**src/rtl/pipe_trace_buffer_pkg.sv**
```systemverilog
// Shared types and helpers for the pipeline trace buffer.
// State and trigger-mode encodings match the values seen on the ports.
package pipe_trace_buffer_pkg;

    typedef enum logic [2:0] {
        ST_IDLE  = 3'd0,
        ST_ARMED = 3'd1,
        ST_POST  = 3'd2,
        ST_DONE  = 3'd3,
        ST_READ  = 3'd4
    } state_e;

    typedef enum logic [1:0] {
        TM_IMM = 2'd0,
        TM_PC  = 2'd1,
        TM_OP  = 2'd2,
        TM_EXT = 2'd3
    } trig_mode_e;

    function automatic int entry_w(input int width, input int channels,
                                   input int opw);
        return width + channels * opw;
    endfunction

    function automatic int clog2(input int value);
        int r;
        r = 0;
        while ((1 << r) < value) r++;
        return r;
    endfunction

endpackage

```
**src/rtl/pipe_trace_buffer_trace_ram.sv**
```systemverilog
// Trace storage: one write port, one registered read port.
// Contents are never reset; the read register holds while re is low.
module trace_ram
    import pipe_trace_buffer_pkg::*;
#(
    parameter int DW    = 56,
    parameter int DEPTH = 16,
    localparam int AW   = clog2(DEPTH)
) (
    input  logic          clk,
    input  logic          we,
    input  logic [AW-1:0] waddr,
    input  logic [DW-1:0] wdata,
    input  logic          re,
    input  logic [AW-1:0] raddr,
    output logic [DW-1:0] rdata
);

    logic [DW-1:0] mem_q [DEPTH];
    logic [DW-1:0] rdata_q;

    always_ff @(posedge clk) begin
        if (we) mem_q[waddr] <= wdata;
        if (re) rdata_q <= mem_q[raddr];
    end

    assign rdata = rdata_q;

endmodule

```
**src/rtl/pipe_trace_buffer.sv**
```systemverilog
// On-chip trace buffer: captures PC and stage opcodes around a trigger,
// then streams the frozen window oldest-first over valid/ready.
module pipe_trace_buffer
    import pipe_trace_buffer_pkg::*;
#(
    parameter int WIDTH     = 32,
    parameter int OPW       = 6,
    parameter int CHANNELS  = 4,
    parameter int DEPTH     = 16,
    parameter int POST_TRIG = 8,
    localparam int AW       = clog2(DEPTH),
    localparam int EW       = entry_w(WIDTH, CHANNELS, OPW)
) (
    input  logic                    clk,
    input  logic                    rst,
    input  logic                    sample_en,
    input  logic [WIDTH-1:0]        pc_in,
    input  logic [CHANNELS*OPW-1:0] op_in,
    input  logic                    arm,
    input  logic [1:0]              trig_mode,
    input  logic [WIDTH-1:0]        trig_pc,
    input  logic [OPW-1:0]          trig_op,
    input  logic                    trig_ext,
    input  logic                    rd_start,
    output logic                    rd_valid,
    input  logic                    rd_ready,
    output logic [EW-1:0]           rd_data,
    output logic                    rd_last,
    output logic [AW-1:0]           trig_idx,
    output logic [AW:0]             fill,
    output logic [2:0]              state
);

    localparam logic [AW:0] FULL      = (AW+1)'(DEPTH);
    localparam logic [AW:0] POST_INIT = (AW+1)'(POST_TRIG);
    localparam logic [AW:0] ONE_F     = (AW+1)'(1);
    localparam logic [AW:0] TWO_F     = (AW+1)'(2);
    localparam logic [AW-1:0] ONE_A   = AW'(1);
    localparam logic [AW-1:0] TWO_A   = AW'(2);

    state_e        state_q, state_d;
    logic [AW-1:0] wr_ptr_q, wr_ptr_d;
    logic [AW-1:0] trig_addr_q, trig_addr_d;
    logic [AW-1:0] trig_idx_q, trig_idx_d;
    logic [AW-1:0] rd_idx_q, rd_idx_d;
    logic [AW:0]   fill_q, fill_d;
    logic [AW:0]   post_q, post_d;
    logic          rd_valid_q, rd_valid_d;
    logic          rd_last_q, rd_last_d;
    logic [EW-1:0] rd_data_q, rd_data_d;

    logic          we;
    logic          re;
    logic          hit;
    logic [AW-1:0] raddr;
    logic [AW-1:0] oldest;
    logic [AW:0]   rd_pos;
    logic [EW-1:0] ram_rdata;

    assign oldest = wr_ptr_q - fill_q[AW-1:0];
    assign rd_pos = {1'b0, rd_idx_q};

    always_comb begin
        hit = 1'b0;
        unique case (1'b1)
            trig_mode == TM_IMM: hit = 1'b1;
            trig_mode == TM_PC:  hit = (pc_in == trig_pc);
            trig_mode == TM_OP:  hit = (op_in[OPW-1:0] == trig_op);
            trig_mode == TM_EXT: hit = trig_ext;
        endcase
    end

    always_comb begin
        state_d     = state_q;
        wr_ptr_d    = wr_ptr_q;
        trig_addr_d = trig_addr_q;
        rd_idx_d    = rd_idx_q;
        fill_d      = fill_q;
        post_d      = post_q;
        rd_valid_d  = rd_valid_q;
        rd_last_d   = rd_last_q;
        rd_data_d   = rd_data_q;
        we          = 1'b0;
        re          = 1'b0;
        raddr       = oldest + rd_idx_q;
        unique case (state_q)
            ST_IDLE: begin
                if (arm) begin
                    state_d  = ST_ARMED;
                    fill_d   = '0;
                    wr_ptr_d = '0;
                end
            end
            ST_ARMED: begin
                if (sample_en) begin
                    we       = 1'b1;
                    wr_ptr_d = wr_ptr_q + ONE_A;
                    if (fill_q != FULL) fill_d = fill_q + ONE_F;
                    if (hit) begin
                        trig_addr_d = wr_ptr_q;
                        if (POST_TRIG == 0) begin
                            state_d = ST_DONE;
                        end else begin
                            state_d = ST_POST;
                            post_d  = POST_INIT;
                        end
                    end
                end
            end
            ST_POST: begin
                if (sample_en) begin
                    we       = 1'b1;
                    wr_ptr_d = wr_ptr_q + ONE_A;
                    post_d   = post_q - ONE_F;
                    if (fill_q != FULL) fill_d = fill_q + ONE_F;
                    if (post_q == ONE_F) state_d = ST_DONE;
                end
            end
            ST_DONE: begin
                if (rd_start) begin
                    state_d  = ST_READ;
                    re       = 1'b1;
                    raddr    = oldest;
                    rd_idx_d = '0;
                end
            end
            ST_READ: begin
                // RAM output always holds the entry after the one on rd_data
                if (!rd_valid_q) begin
                    rd_data_d  = ram_rdata;
                    rd_valid_d = 1'b1;
                    rd_last_d  = (rd_pos + ONE_F == fill_q);
                    re         = 1'b1;
                    raddr      = oldest + rd_idx_q + ONE_A;
                end else if (rd_ready) begin
                    if (rd_last_q) begin
                        state_d    = ST_IDLE;
                        rd_valid_d = 1'b0;
                        rd_last_d  = 1'b0;
                    end else begin
                        rd_data_d = ram_rdata;
                        rd_idx_d  = rd_idx_q + ONE_A;
                        rd_last_d = (rd_pos + TWO_F == fill_q);
                        re        = 1'b1;
                        raddr     = oldest + rd_idx_q + TWO_A;
                    end
                end
            end
            default: state_d = ST_IDLE;
        endcase
        trig_idx_d = trig_addr_d - (wr_ptr_d - fill_d[AW-1:0]);
    end

    always_ff @(posedge clk or negedge rst) begin
        if (!rst) begin
            state_q     <= ST_IDLE;
            wr_ptr_q    <= '0;
            trig_addr_q <= '0;
            trig_idx_q  <= '0;
            rd_idx_q    <= '0;
            fill_q      <= '0;
            post_q      <= '0;
            rd_valid_q  <= 1'b0;
            rd_last_q   <= 1'b0;
            rd_data_q   <= '0;
        end else begin
            state_q     <= state_d;
            wr_ptr_q    <= wr_ptr_d;
            trig_addr_q <= trig_addr_d;
            trig_idx_q  <= trig_idx_d;
            rd_idx_q    <= rd_idx_d;
            fill_q      <= fill_d;
            post_q      <= post_d;
            rd_valid_q  <= rd_valid_d;
            rd_last_q   <= rd_last_d;
            rd_data_q   <= rd_data_d;
        end
    end

    trace_ram #(
        .DW    (EW),
        .DEPTH (DEPTH)
    ) u_ram (
        .clk   (clk),
        .we    (we),
        .waddr (wr_ptr_q),
        .wdata ({pc_in, op_in}),
        .re    (re),
        .raddr (raddr),
        .rdata (ram_rdata)
    );

    assign rd_valid = rd_valid_q;
    assign rd_data  = rd_data_q;
    assign rd_last  = rd_last_q;
    assign trig_idx = trig_idx_q;
    assign fill     = fill_q;
    assign state    = state_q;

endmodule

```
**config.mk**
```make
export PLATFORM = sky130hd
export DESIGN_NAME = pipe_trace_buffer
export DESIGN_NICKNAME = d
export VERILOG_FILES = /design/src/rtl/pipe_trace_buffer_pkg.sv /design/src/rtl/pipe_trace_buffer_trace_ram.sv /design/src/rtl/pipe_trace_buffer.sv
export SDC_FILE = /design/constraint.sdc
export NUM_CORES = 1
export LEC_CHECK = 0
export ABC_AREA = 1
export BUFFER_PORTS_ARGS = -buffer_cell sky130_fd_sc_hd__clkbuf_2
export CAP_MARGIN = 5
export CORE_ASPECT_RATIO = 0.7
export CORE_MARGIN = 3
export CORE_UTILIZATION = 35
export DETAILED_ROUTE_END_ITERATION = 12
export GPL_TIMING_DRIVEN = 0
export HOLD_SLACK_MARGIN = 0.12
export PLACE_DENSITY = 0.5
export SLEW_MARGIN = 20
export SYNTH_ARGS = -nofsm -noshare
export SYNTH_HDL_FRONTEND = slang
export SYNTH_SLANG_ARGS = --single-unit
export TNS_END_PERCENT = 1
```
**constraint.sdc**
```tcl
create_clock -name clk -period 12.49 [get_ports clk]
set_input_delay 0.6245 -clock clk [delete_from_list [all_inputs] [get_ports clk]]
set_output_delay 0.6245 -clock clk [all_outputs]
set_load 0.01 [all_outputs]
```
* Yosys cells after proc, flatten, opt, wreduce, memory -nomap -nowiden
Memory sizes are Yosys's and may differ from the RTL's. A register that Yosys moved wholly into a read port is not among the register bits.
Index checks and enable logic that the tools add are counted.
** Word-level totals
- Input bits :: 103
- Bits in writable memories :: 896
- Logic and storage cells :: 115
- Memories kept :: 1
- Output and inout bits :: 70
- Flip-flop bits (word level) :: 87
** Operators by class
- Add/subtract/negate cells :: 12
- Reduce and logical (&&, ||, !) cells :: 12
- Equal/unequal tests :: 27
- Muxes and demuxes :: 52
** Memories
- u_ram.mem_q :: depth 16, bits a word 56, rd ports 1, clocked after Yosys merged registers in 1, wr ports 1, RTL line pipe_trace_buffer_trace_ram.sv:19 : logic [DW-1:0] mem_q [DEPTH];
** Operator list (count)
- $mux 56 :: 3
- $mux 4 :: 13
- $eq 32x32->1 :: 1
- $mux 5 :: 6
- $mux 3 :: 9
- $ne 2x2->1 const B :: 12
- $pmux 4 s2 :: 3
- $pmux 5 s2 :: 2
- $pmux 3 s5 :: 1
- $mux 1 :: 13
- $add 4x1->4 const B :: 3
- $sub 4x4->4 :: 3
- $eq 5x5->1 :: 2
- $reduce_and 9->1 :: 1
- $reduce_and 4->1 :: 2
- $eq 3x2->1 const B :: 2
- $eq 6x6->1 :: 1
- $reduce_bool 2->1 :: 3
- $add 4x1->5 const B :: 1
- $add 4x2->5 const B :: 1
- $add 5x1->5 const B :: 1
- $eq 5x1->1 const B :: 1
- $ne 5x5->1 const B :: 1
- $reduce_and 5->1 :: 1
- 15 further kinds :: 17

* Logic depth before layout (Yosys ltp)
Gate-level depths: netlist of the first run.
- Word-level depth :: 7
- Depth in mapped cells :: 22
- Depth with buffers taken out :: 21

* Hierarchy
From an unflattened synthesis of the first run, not the netlist that was laid out.
** Unflattened totals
- Cell total of the unflattened synthesis :: 4226
- Area, all modules :: 45411.1 um2
** Modules (own cells, without submodules)
- trace_ram :: cells each 3689, area each 40276.1 um2, times used 1, sequential area each 28587.4 um2
- pipe_trace_buffer :: cells each 537, area each 5134.9 um2, times used 1, sequential area each 2177.1 um2

* Worst setup path after synthesis of the first run
Ideal clock, no wire load.
- Kind :: register to register
- Start point :: register state_q[2], in the netlist state[2]
- End point :: memory u_ram.mem_q[0][0] (enable)
- Clock period less this slack :: 4.383 ns
- Required time :: 12.020 ns
- Path slack :: 8.107 ns
- Data arrival time :: 3.913 ns
- Stages on the path, launching flop included :: 9
- Path buffers :: 1
- Setup time :: 0.470 ns
- Cell sequence :: dfrtp_1 -> buf_2 -> inv_1 -> nand2_1 -> nor2_1 -> inv_1 -> nor2_1 -> nand2_1 -> nor2_1
** On the way
- Word-level cells in the longest chain between the ends :: 5
- Elaborated cells on any way between the ends :: 6
- Those cells by class :: eq/ne (2); mux (3); reduce/logical (1)
** RTL lines
- from (decl) :: RTL line pipe_trace_buffer.sv:41 : state_e state_q, state_d;
- from (signal assigned) :: RTL line pipe_trace_buffer.sv:167 : state_q <= state_d;
- $eq 3x2->1 or $eq 3x1->1 (tied branches) :: RTL line pipe_trace_buffer.sv:86 : unique case (state_q)
- $reduce_or 2->1 (no line) *
- $mux 1 *
- $mux 1 * :: RTL line pipe_trace_buffer_trace_ram.sv:23 : if (we) mem_q[waddr] <= wdata;
- $mux 1 (implied by the code) * :: RTL line pipe_trace_buffer_trace_ram.sv:23
- to (decl) :: RTL line pipe_trace_buffer_trace_ram.sv:19
Every way passes the cells marked *; elsewhere a longest branch is shown, timed or not.

* Worst setup path in the final report of the first run
- Start point :: input pc_in[2]
- End point :: register trig_idx_q[3], in the netlist trig_idx[3]
** On the way
- Word-level cells in the longest chain between the ends :: 6
** RTL lines
- from (decl) :: RTL line pipe_trace_buffer.sv:17 : input logic [WIDTH-1:0] pc_in,
- $eq 32x32->1 :: RTL line pipe_trace_buffer.sv:67 : trig_mode == TM_PC: hit = (pc_in == trig_pc);
- $pmux 1 s4 :: RTL line pipe_trace_buffer.sv:65 : unique case (1'b1)
- $mux 4 :: RTL line pipe_trace_buffer.sv:99 : if (hit) begin
- $mux 4 :: RTL line pipe_trace_buffer.sv:95 : if (sample_en) begin
- $mux 4 :: RTL line pipe_trace_buffer.sv:86
- net trig_addr_d[2] :: RTL line pipe_trace_buffer.sv:43 : logic [AW-1:0] trig_addr_q, trig_addr_d;
- $sub 4x4->4 :: RTL line pipe_trace_buffer.sv:151 : trig_idx_d = trig_addr_d - (wr_ptr_d - fill_d[AW-1:0]);
- net trig_idx_d[3] :: RTL line pipe_trace_buffer.sv:44 : logic [AW-1:0] trig_idx_q, trig_idx_d;
- to (signal assigned) :: RTL line pipe_trace_buffer.sv:170 : trig_idx_q <= trig_idx_d;
- to (decl) :: RTL line pipe_trace_buffer.sv:44
The timed path passes the listed nets, and every way through them passes these cells.
A chain may end at the register's enable or synchronous reset.

==> results of run 1 <==
## sequential cells by signal, summed over array words and instances (netlist names)
signal	count
rd_valid	1
rd_last	1
wr_ptr_q	4
u_ram.rdata	56
rd_data	56
trig_idx	4
fill	5
post_q	5
state	3
u_ram.mem_q	896
trig_addr_q	4
rd_idx_q	4
## through the flow
step | cell area, sq um | setup slack [ps] | hold WS [ps] | util [%] | std cells
after floorplan | 45200 | 8110 | 329 | - | 4304
after global placement | 48200 | 4520 | 459 | 37.9 | 6195
after detailed placement | 49400 | 6430 | 464 | 38.9 | 6243
after CTS | 52900 | 7170 | 261 | 41.6 | 6441
after global routing | 52900 | 6930 | 312 | 41.6 | 6442
final | 52900 | 7350 | 334 | 41.6 | 6447
## area by class of cell
type                       instances  area (sq um)
antenna                            6          15.0
buffer                           242          1330
clock buffer                     158          3060
clock inverter                    39           424
fill                           12325         74200
inverter                          77           289
multi-input combinational       2946         12900
sequential                      1039         30800
tap                             1720          2150
timing repair buffer             220          1970
## worst paths after layout
| kind | slack (ps) | to | startpoint | cells past startpoint |
|---|---|---|---|---|
| hold / removal | 330 | rd_idx_q[3] | rd_ready | 3 |
| max in group asynchronous | 11370 | rd_data[29] | rst | 3 |
| setup / recovery | 7350 | trig_idx[3] | pc_in[2] | 20 |
| setup reg to reg | 7400 | u_ram.rdata[25] | wr_ptr_q[0] | 19 |
| hold reg to reg | 470 | rd_data[28] | u_ram.rdata[28] | 1 |
| min in group asynchronous | 370 | rd_data[54] | rst | 2 |
## layout by cell type (no fill, tap or decap), drive strengths merged
cell type,instances
a211oi,3
a21oi,12
a31oi,1
buf,268
bufinv,7
clkbuf,351
clkinv,24
clkinvlp,4
dfrtp,87
diode,6
dlygate4sd3,1
edfxtp,952
fa,5
ha,22
inv,81
mux2,56
nand2,2213
nand3,481
nand3b,1
nand4,5
nor2,52
nor3,3
nor4,1
o2111ai,1
o211ai,3
o21a,1
o21ai,30
o22ai,2
o41ai,1
or2,3
xnor2,33
xor2,17
## metal layers
| metal | vias to the layer above | GRT usage (%) | part of all wire (%) |
|---|---|---|---|
| met4 | 0 | 5.25 | 2.3 |
| li1 | 15035 | - | - |
| met5 | - | 0 | 0 |
| met2 | 984 | 29.7 | 42 |
| met3 | 159 | 3.93 | 7.0 |
| met1 | 15121 | 31.2 | 48 |
## critical path, stage by stage
cell and delay, ps:
clkbuf_2 290, xnor2_1 780, nand2_1 110, nor2_1 110, nand2_1 180, nor2_1 690
nand3_1 210, nand3_1 180, nand2_1 130, clkbuf_1 260, o21ai_0 370, fa_1 490
ha_1 340, nand2_1 70, nand2_1 40, a31oi_1 260, xor2_1 280, xor2_1 190
nand3_1 100, nand2_1 70
## kinds of logic (layout without fill, tap and decap cells)
logic type	Yosys count	in the layout	synth area share [%]
buffers and inverters	319	736	3.58
adder cells (fa/ha/maj)	27	27	0.831
XOR/XNOR	50	50	0.986
multiplexers	56	56	1.40
AND/OR/NAND/NOR	2759	2759	24.4
other	0	6	0
flip-flops	1039	1039	68.1
AO/OA/AOI/OAI	54	54	0.679
## timing repair
item                      4_1_cts  5_1_grt
hold endpoints to repair       22        0
hold buffers                    1        0
resized for setup               0        0
==> results.md, run 1 <==
* Post-synth EDFFs at 952
* Kind of critical path: in2reg
* Main synth FF type: edfxtp_1
* I/O Buffers at 171
* First-pass GRT wire length at 202 mm
* Syn Area/Cell at 10.5 sq um
* GRT overflow at 0
* Die width at 435 um
* Vias in the first global route at 29517
* Starting DRT DRC Count at 2881
* Final worst path period share at 41.2%
* Req. time, crit path at 13130 ps
* Syn. warnings at 0
* Number of synthesized register bits at 1039
* Sequential share of the synthesized area at 68.1%
* Maximum net fanout on the critical path at 17
* Minimum clock period at 5140 ps
* Worst-path clk slew at 60 ps
* Post-DP HPWL at 93.7 mm
* Critical Path End Type: flop
* Max-slew violation count at 0
* Number of setup buffers added after CTS at 0
* GP Congestion at 0.812
* Max Cap Violations at 0
* Starting density of the core at 35.5%
* H-Tree Depth at 3
* Post-synthesis cell count at 4304
* Cell variety after synth at 39
* Commonest cells post-synth: nand2_1 (2208), edfxtp_1 (952), nand3_1 (479)
* Post-synthesis cell area at 0.0452 sq mm
* Share of post-route cells with drive strength above 1 at 14.4%
* TritonRoute pass-1 iters at 5
* Clock Path Buffers at 3
* DRC viols at 0
* Post-synth top area share at 63.3%
* Core region area at 0.127 sq mm
* Ys async rst share at 8.37%
* Main area contributors after synthesis: edfxtp_1 (63%), nand2_1 (18%), nand3_1 (5.3%)
* Worst-margin pin slew at 1020 ps
* Fin Clk Skew at 30.7 ps
* Wire per inst at 21.4 um
* Largest net degree at the start of global routing at 66
* Antenna violations before repair at 10
* TritonCTS buffer count at 106
* Count leader, synth: nand2_1
* Vias per inst at 4.85
* Max-slew headroom at 31.8%
* Boundary Pins at 173
* Sinks on Clock Net at 1039
* Yosys top cell by area: edfxtp_1
* Outcome: completed
* Area grow syn2layout at 17.2%
* Syn nets at 4434
* CP Launch Type: input port
* Via count of the routed design at 31299
* Setup violators final at 0
* RSZ-0062 raised after global routing: false
* CTS tree: yes
* Worst Hold Class: in2reg
* Clock root buffer: clkbuf_16
* Nets at 4762
* Crit path arrival time at 5790 ps
* FP Rows at 109
* Tot GR Track Use at 20.4%
* Die height at 307 um
* DRT Wirelength at 138 mm
* Die ar. at 0.133 sq mm
* F_max at 194 MHz
* Final hold vios at 0
* Clk_lat worst skew at 710 ps
* Final TNS setup at 0 ps
* Antenna viol nets, final at 0
Power of run 1 is left out: the tool's default activity adds up to more than one toggle a clock period on the data nets, which glitch-free logic cannot reach.
==> run 2, diff against run 1 <==
--- a/config.mk
+++ b/config.mk
@@ -5,7 +5,7 @@
 export SDC_FILE = /design/constraint.sdc
 export NUM_CORES = 1
 export LEC_CHECK = 0
-export ABC_AREA = 1
+export ABC_AREA = 0
 export BUFFER_PORTS_ARGS = -buffer_cell sky130_fd_sc_hd__clkbuf_2
 export CAP_MARGIN = 5
 export CORE_ASPECT_RATIO = 0.7
==> constraint.sdc (replaced) <==
create_clock -name clk -period 5.15 [get_ports clk]
set_input_delay 0.2575 -clock clk [delete_from_list [all_inputs] [get_ports clk]]
set_output_delay 0.2575 -clock clk [all_outputs]
set_load 0.01 [all_outputs]
==> results.md, run 2 <==
* Worst-margin pin slew at 1020 ps (about the same)
* Fin Clk Skew at 32.5 ps (was 30.7 ps)
* Most frequent cells in the layout: edfxtp_1 (952), mux2i_1 (842), clkbuf_2 (171), clkbuf_16 (107), dfrtp_1 (87) (was nand2_1 (2207), edfxtp_1 (952), nand3_1 (479), clkbuf_2 (172), buf_2 (165))
* CP Launch Type: flop (was input port)
* Area grow syn2layout at 17.9% (was 17.2%)
* Core region area at 0.122 sq mm (was 0.127 sq mm)
* Post-synth EDFFs at 952 (unchanged)
* GRT overflow at 0 (unchanged)
* Sinks on Clock Net at 1039 (unchanged)
* Post-synthesis cell area at 0.0431 sq mm (was 0.0452 sq mm)
* Vias in the first global route at 22314 (was 29517)
* Clock root buffer: clkbuf_16 (unchanged)
* Starting DRT DRC Count at 1433 (was 2881)
* Main area contributors after synthesis: edfxtp_1 (66%), mux2i_1 (20%), dfrtp_1 (5.0%) (was edfxtp_1 (63%), nand2_1 (18%), nand3_1 (5.3%))
* Max-slew headroom at 32.1% (was 31.8%)
* Pre-CTS setup slack at -530 ps (was 6430 ps)
* Kind of critical path: reg2reg (was in2reg)
* CTS tree: yes (unchanged)
* Die ar. at 0.128 sq mm (was 0.133 sq mm)
* Multi-input gate area at 0.0111 sq mm (was 0.0129 sq mm)
* Post-synthesis mux area share at 21.1% (was 1.40%)
* Vias per inst at 4.90 (was 4.85)
* Count leader, synth: edfxtp_1 (was nand2_1)
* FP Rows at 107 (was 109)
* Number of synthesized register bits at 1039 (unchanged)
* Number of fill cells at 10722 (was 12325)
* Setup violators final at 0 (unchanged)
* Sequential share of the synthesized area at 71.3% (was 68.1%)
* Wire per inst at 25.1 um (was 21.4 um)
* Antenna violations before repair at 2 (was 10)
* DRC viols at 0 (unchanged)
* Boundary Pins at 173 (unchanged)
* First-pass GRT wire length at 158 mm (was 202 mm)
* Post-synth top area share at 66.3% (was 63.3%)
* Largest family of logic cells by synthesized area: multiplexers (was simple AND/OR/NAND/NOR gates)
* Max Cap Violations at 0 (unchanged)
* Post-DP HPWL at 72.6 mm (was 93.7 mm)
* Critical Path Slowest Stage Cell: fa_1 (was xnor2_1)
* H-Tree Depth at 3 (unchanged)
* Syn Area/Cell at 18.4 sq um (was 10.5 sq um)
* Minimum clock period at 4880 ps
* Final worst path period share at 94.7%
* Commonest non-fill, non-tap cell in the layout: edfxtp_1 (was nand2_1)
* Final hold vios at 0 (unchanged)
* RSZ-0062 raised after global routing: false (unchanged)
* Clk_lat worst skew at 690 ps (was 710 ps)
* Layout Utilization at 41.7% (was 41.6%)
* Commonest cells post-synth: edfxtp_1 (952), mux2i_1 (842), dfrtp_1 (87) (was nand2_1 (2208), edfxtp_1 (952), nand3_1 (479))
* F_max at 205 MHz
* Share of post-route cells with drive strength above 1 at 19.3% (was 14.4%)
* Compound-Gate Fraction of Synth Area at 0.995% (was 0.679%)
* Biggest register: u_ram.mem_q (unchanged)
* Post-Synth XOR/XNOR Area at 1.30% (was 0.986%)
* Antenna viol nets, final at 0 (unchanged)
* Worst Hold Class: in2reg (unchanged)
* Post-Synth Adder-Cell Area at 0.870% (was 0.831%)
* Critical Path End Type: flop (unchanged)
* Crit path arrival time at 5280 ps (was 5790 ps)
* Cell variety after synth at 62 (was 39)
* TritonCTS buffer count at 105 (was 106)
* Main synth FF type: edfxtp_1 (unchanged)
* Post-synthesis cell count at 2339 (was 4304)
* Maximum net fanout on the critical path at 10 (was 17)
* Post-route setup slack at 273 ps (was 7350 ps)
* Clock Path Buffers at 3 (unchanged)
* CP peak stage delay at 550 ps (was 780 ps)
* Worst-path clk slew at 70 ps (was 60 ps)
* Tot GR Track Use at 17.3% (was 20.4%)
* I/O Buffers at 171 (unchanged)
* DRT Wirelength at 111 mm (was 138 mm)
* Simple-gate share of the synthesized area at 1.36% (was 24.4%)
* Seq. cell area at 0.0308 sq mm (unchanged)
* Ys async rst share at 8.37% (unchanged)
* Die width at 426 um (was 435 um)
* Syn nets at 2469 (was 4434)
* Max-slew violation count at 0 (unchanged)
* Starting density of the core at 35.4% (was 35.5%)
* Syn. warnings at 0 (unchanged)
* Nets at 2840 (was 4762)
* Outcome: completed (unchanged)
* Largest net degree at the start of global routing at 68 (was 66)
* TritonRoute pass-1 iters at 5 (unchanged)
* Worst-path cell chain: ha_1, fa_1, fa_1, inv_1, ha_1, a2bb2oi_1, o32ai_1, a21oi_2, buf_2, buf_2, mux2i_1, mux2i_1 (was clkbuf_2, xnor2_1, nand2_1, nor2_1, nand2_1, nor2_1, nand3_1, nand3_1, nand2_1, clkbuf_1, o21ai_0, fa_1, ha_1, nand2_1, nand2_1, a31oi_1, xor2_1, xor2_1, nand3_1, nand2_1)
* Req. time, crit path at 5560 ps (was 13130 ps)
* Yosys top cell by area: edfxtp_1 (unchanged)
* Die height at 300 um (was 307 um)
* Via count of the routed design at 21727 (was 31299)
* GP Congestion at 0.780 (was 0.812)
* Number of flip-flops in the largest register at 896 (unchanged)
run 2: cell types whose count changed in the layout (fill, tap and decap cells not counted), sizes merged, moves of 11 or more:
| cell | before | now |
|---|---|---|
| nand3 | 481 | 5 |
| nor2 | 52 | 12 |
| clkbuf | 351 | 338 |
| mux2i | 0 | 842 |
| o21ai | 30 | 19 |
| and2 | 0 | 16 |
| dlygate4sd3 | 1 | 64 |
| inv | 81 | 27 |
| nand2 | 2213 | 19 |
| xnor2 | 33 | 48 |
| buf | 268 | 128 |
run 2: layout make-up:
type	count	area share, %
Clock inverter	46	0.947
Inverter	26	0.192
Buffer	114	2.41
Antenna cell	1	0.00492
Sequential cell	1039	60.5
Tap cell	1635	4.02
Clock buffer	152	5.85
Multi-Input combinational cell	1160	21.9
Timing Repair Buffer	264	4.18
run 2: per-stage QoR:
stage | setup TNS [ps] | cells | hold slack [ps] | instance area (sq um)
detailed placement | -530 | 4173 | 164 | 46700
global route | 0 | 4436 | 244 | 50900
finish | 0 | 4437 | 214 | 50900
CTS | 0 | 4436 | 168 | 50800
floorplan | 0 | 2339 | -38.1 | 43100
global placement | -177220 | 4145 | 461 | 46000
run 2: cell families after synthesis:
kind of cell,after synthesis
AO/OA/AOI/OAI,67
buffers and inverters,140
XOR/XNOR,60
flip-flops,1039
multiplexers,902
AND/OR/NAND/NOR,104
adder cells (fa/ha/maj),27
run 2: critical path: cells and delay by family (launching register included):
family	cells	cell delay (ps)
adder cells (fa/ha/maj)	4	1650
buffers and inverters	3	1070
AO/OA/AOI/OAI	3	720
multiplexers	2	610
flip-flops	1	520
run 2: repair_timing:
item | in CTS | in global routing
setup endpoints to repair | 0 | 36
setup buffers | 0 | 0
resized for setup | 0 | 7
hold endpoints to repair | 994 | 0
hold buffers | 65 | 0
run 2: layer usage:
layer	vias up	wire length [um]	global-route usage, %	share of wire, %
li1	9874	-	-	-
met1	11234	53600	25.5	48
met2	470	50400	26.9	45
met3	149	4940	3.05	4.4
met4	0	2370	3.85	2.1
met5	-	0	0	0
run 2: worst paths after layout:
| path | start | endpoint | slack, ps | depth (start not counted) |
|---|---|---|---|---|
| worst min-delay path | trig_op[4] | trig_addr_q[3] | 210 | 5 |
| worst max register to register | fill[0] | u_ram.rdata[24] | 270 | 12 |
| max in group asynchronous | rst | rd_data[14] | 4030 | 4 |
| worst max-delay path | fill[0] | u_ram.rdata[24] | 270 | 12 |
| min in group asynchronous | rst | rd_data[50] | 630 | 4 |
| worst min register to register | u_ram.rdata[21] | rd_data[21] | 470 | 1 |
Power of run 2 is left out for the same reason.
==> run 3, diff against run 2 <==
--- a/config.mk
+++ b/config.mk
@@ -14,6 +14,7 @@
 export DETAILED_ROUTE_END_ITERATION = 12
 export GPL_TIMING_DRIVEN = 0
 export HOLD_SLACK_MARGIN = 0.12
+export MAX_ROUTING_LAYER = met4
 export PLACE_DENSITY = 0.5
 export SLEW_MARGIN = 20
 export SYNTH_ARGS = -nofsm -noshare
==> results.md, run 3 (synthesis results as in run 2) <==
* Setup crit start: fill[0] (unchanged)
* F_max at 205 MHz (about the same)
* CTS tree: yes (unchanged)
* Hold EP: trig_addr_q[3] (unchanged)
* Vias in the first global route at 22250 (was 22314)
* FP Rows at 107 (unchanged)
* Max-slew headroom at 33.2% (was 32.1%)
* Minimum clock period at 4870 ps (was 4880 ps)
* I/O Buffers at 171 (unchanged)
* Nets at 2840 (unchanged)
* H-Tree Depth at 3 (unchanged)
* GRT overflow at 0 (unchanged)
* Die height at 300 um (unchanged)
* Kind of critical path: reg2reg (unchanged)
* Worst-margin pin slew at 1000 ps (was 1020 ps)
* Via count of the routed design at 21673 (was 21727)
* TritonRoute pass-1 iters at 5 (unchanged)
* Starting density of the core at 35.4% (unchanged)
* Req. time, crit path at 5560 ps (about the same)
* Core region area at 0.122 sq mm (unchanged)
* DRC viols at 0 (unchanged)
* Area grow syn2layout at 17.9% (about the same)
* Die ar. at 0.128 sq mm (unchanged)
* Clk_lat worst skew at 690 ps (about the same)
* Setup violators final at 0 (unchanged)
* DRT Wirelength at 111 mm (about the same)
* Hold Path Cell Cnt at 5 (unchanged)
* Max Cap Violations at 0 (unchanged)
* TritonCTS buffer count at 105 (unchanged)
* Fin Clk Skew at 32.2 ps (was 32.5 ps)
* Starting DRT DRC Count at 1396 (was 1433)
* Boundary Pins at 173 (unchanged)
* Worst min-delay path startpoint: trig_op[4] (unchanged)
* Beginning of the worst register-to-register path: fill[0] (unchanged)
* Clock root buffer: clkbuf_16 (unchanged)
* Vias per inst at 4.88 (was 4.90)
* Most frequent cells in the layout: edfxtp_1 (952), mux2i_1 (842), clkbuf_2 (171), clkbuf_16 (107), dfrtp_1 (87) (unchanged)
* Post-DP HPWL at 72.6 mm (unchanged)
* Commonest non-fill, non-tap cell in the layout: edfxtp_1 (unchanged)
* RR Endpoint: u_ram.rdata[24] (unchanged)
* Wire per inst at 25.1 um (about the same)
* Die width at 426 um (unchanged)
* CP Launch Type: flop (unchanged)
* Hold WS at 214 ps (about the same)
* Final worst path period share at 94.6% (was 94.7%)
* Biggest register: u_ram.mem_q (unchanged)
* RSZ-0062 raised after global routing: false (unchanged)
* Largest net degree at the start of global routing at 68 (unchanged)
* Maximum net fanout on the critical path at 10 (unchanged)
* GP Congestion at 0.790 (was 0.780)
* Worst-path clk slew at 70 ps (about the same)
* Tot GR Track Use at 17.9% (was 17.3%)
* Outcome: completed (unchanged)
* Critical Path End Type: flop (unchanged)
* Number of flip-flops in the largest register at 896 (unchanged)
* Worst Hold Class: in2reg (unchanged)
* Antenna violations before repair at 1 (was 2)
* Reg2reg path depth at 12 (unchanged)
* Number of setup buffers added after CTS at 0 (unchanged)
* Crit path arrival time at 5280 ps (about the same)
* Share of post-route cells with drive strength above 1 at 19.2% (was 19.3%)
* First-pass GRT wire length at 158 mm (about the same)
* Max-slew violation count at 0 (unchanged)
* Sinks on Clock Net at 1039 (unchanged)
* R2r setup slk at 280 ps (was 270 ps)
* Clock Path Buffers at 3 (unchanged)
* Final hold vios at 0 (unchanged)
* Antenna viol nets, final at 0 (unchanged)
[run 3: cell types whose count changed in the layout (fill, tap and decap cells not counted)]
cell     before  now
xnor2_1      46   47
diode_2       1    2
xnor2_2       2    1
[run 3: per-stage QoR]
step	util, %	setup WS [ps]	TNS, ps	instance area [sq um]	instances
finish	41.7	277	0	50900	4438
global route	41.7	64.5	0	50900	4436
CTS	41.7	22.9	0	50800	4436
detailed placement	38.3	-530	-530	46700	4173
global placement	37.7	-2630	-177220	46000	4145
floorplan	-	873	0	43100	2339
[run 3: cell type report]
class | count | area, sq um
diodes | 2 | 5.00
plain buffers | 114 | 1220
clock buffers | 152 | 2980
clock inverters | 46 | 482
fillers | 10723 | 71100
inverters | 26 | 97.6
multi-input cells | 1160 | 11100
flip-flops and latches | 1039 | 30800
well taps | 1635 | 2050
repair buffers | 264 | 2130
[run 3: how the worst max path moves through the flow]
stage / endpoint / depth (start not counted)
after floorplan: u_ram.mem_q[3][0] / 7
after global placement: u_ram.mem_q[3][22] / 7
after detailed placement: trig_idx[3] / 15
after CTS: u_ram.rdata[36] / 16
after global routing: u_ram.rdata[36] / 17
final: u_ram.rdata[24] / 12
[run 3: repair_timing]
item,CTS,global route
resized for setup,0,6
endpoints found under the hold margin,994,0
setup endpoints to repair,0,36
hold buffers,65,0
[run 3: routing by layer]
| layer | share of wire [%] | track usage (%) |
|---|---|---|
| met1 | 48 | 25.6 |
| met4 | 2.1 | 3.85 |
| met5 | 0 | - |
| met3 | 4.4 | 2.93 |
| met2 | 45 | 26.9 |
[run 3: worst max-delay path: stages, from the launching register on]
cell       delay (ps)
dfrtp_1           530
ha_1              300
fa_1              500
fa_1              550
inv_1              70
ha_1              300
a2bb2oi_1         140
o32ai_1           120
a21oi_2           460
buf_2             510
buf_2             500
mux2i_1           400
mux2i_1           180
Power of run 3 is left out for the same reason.
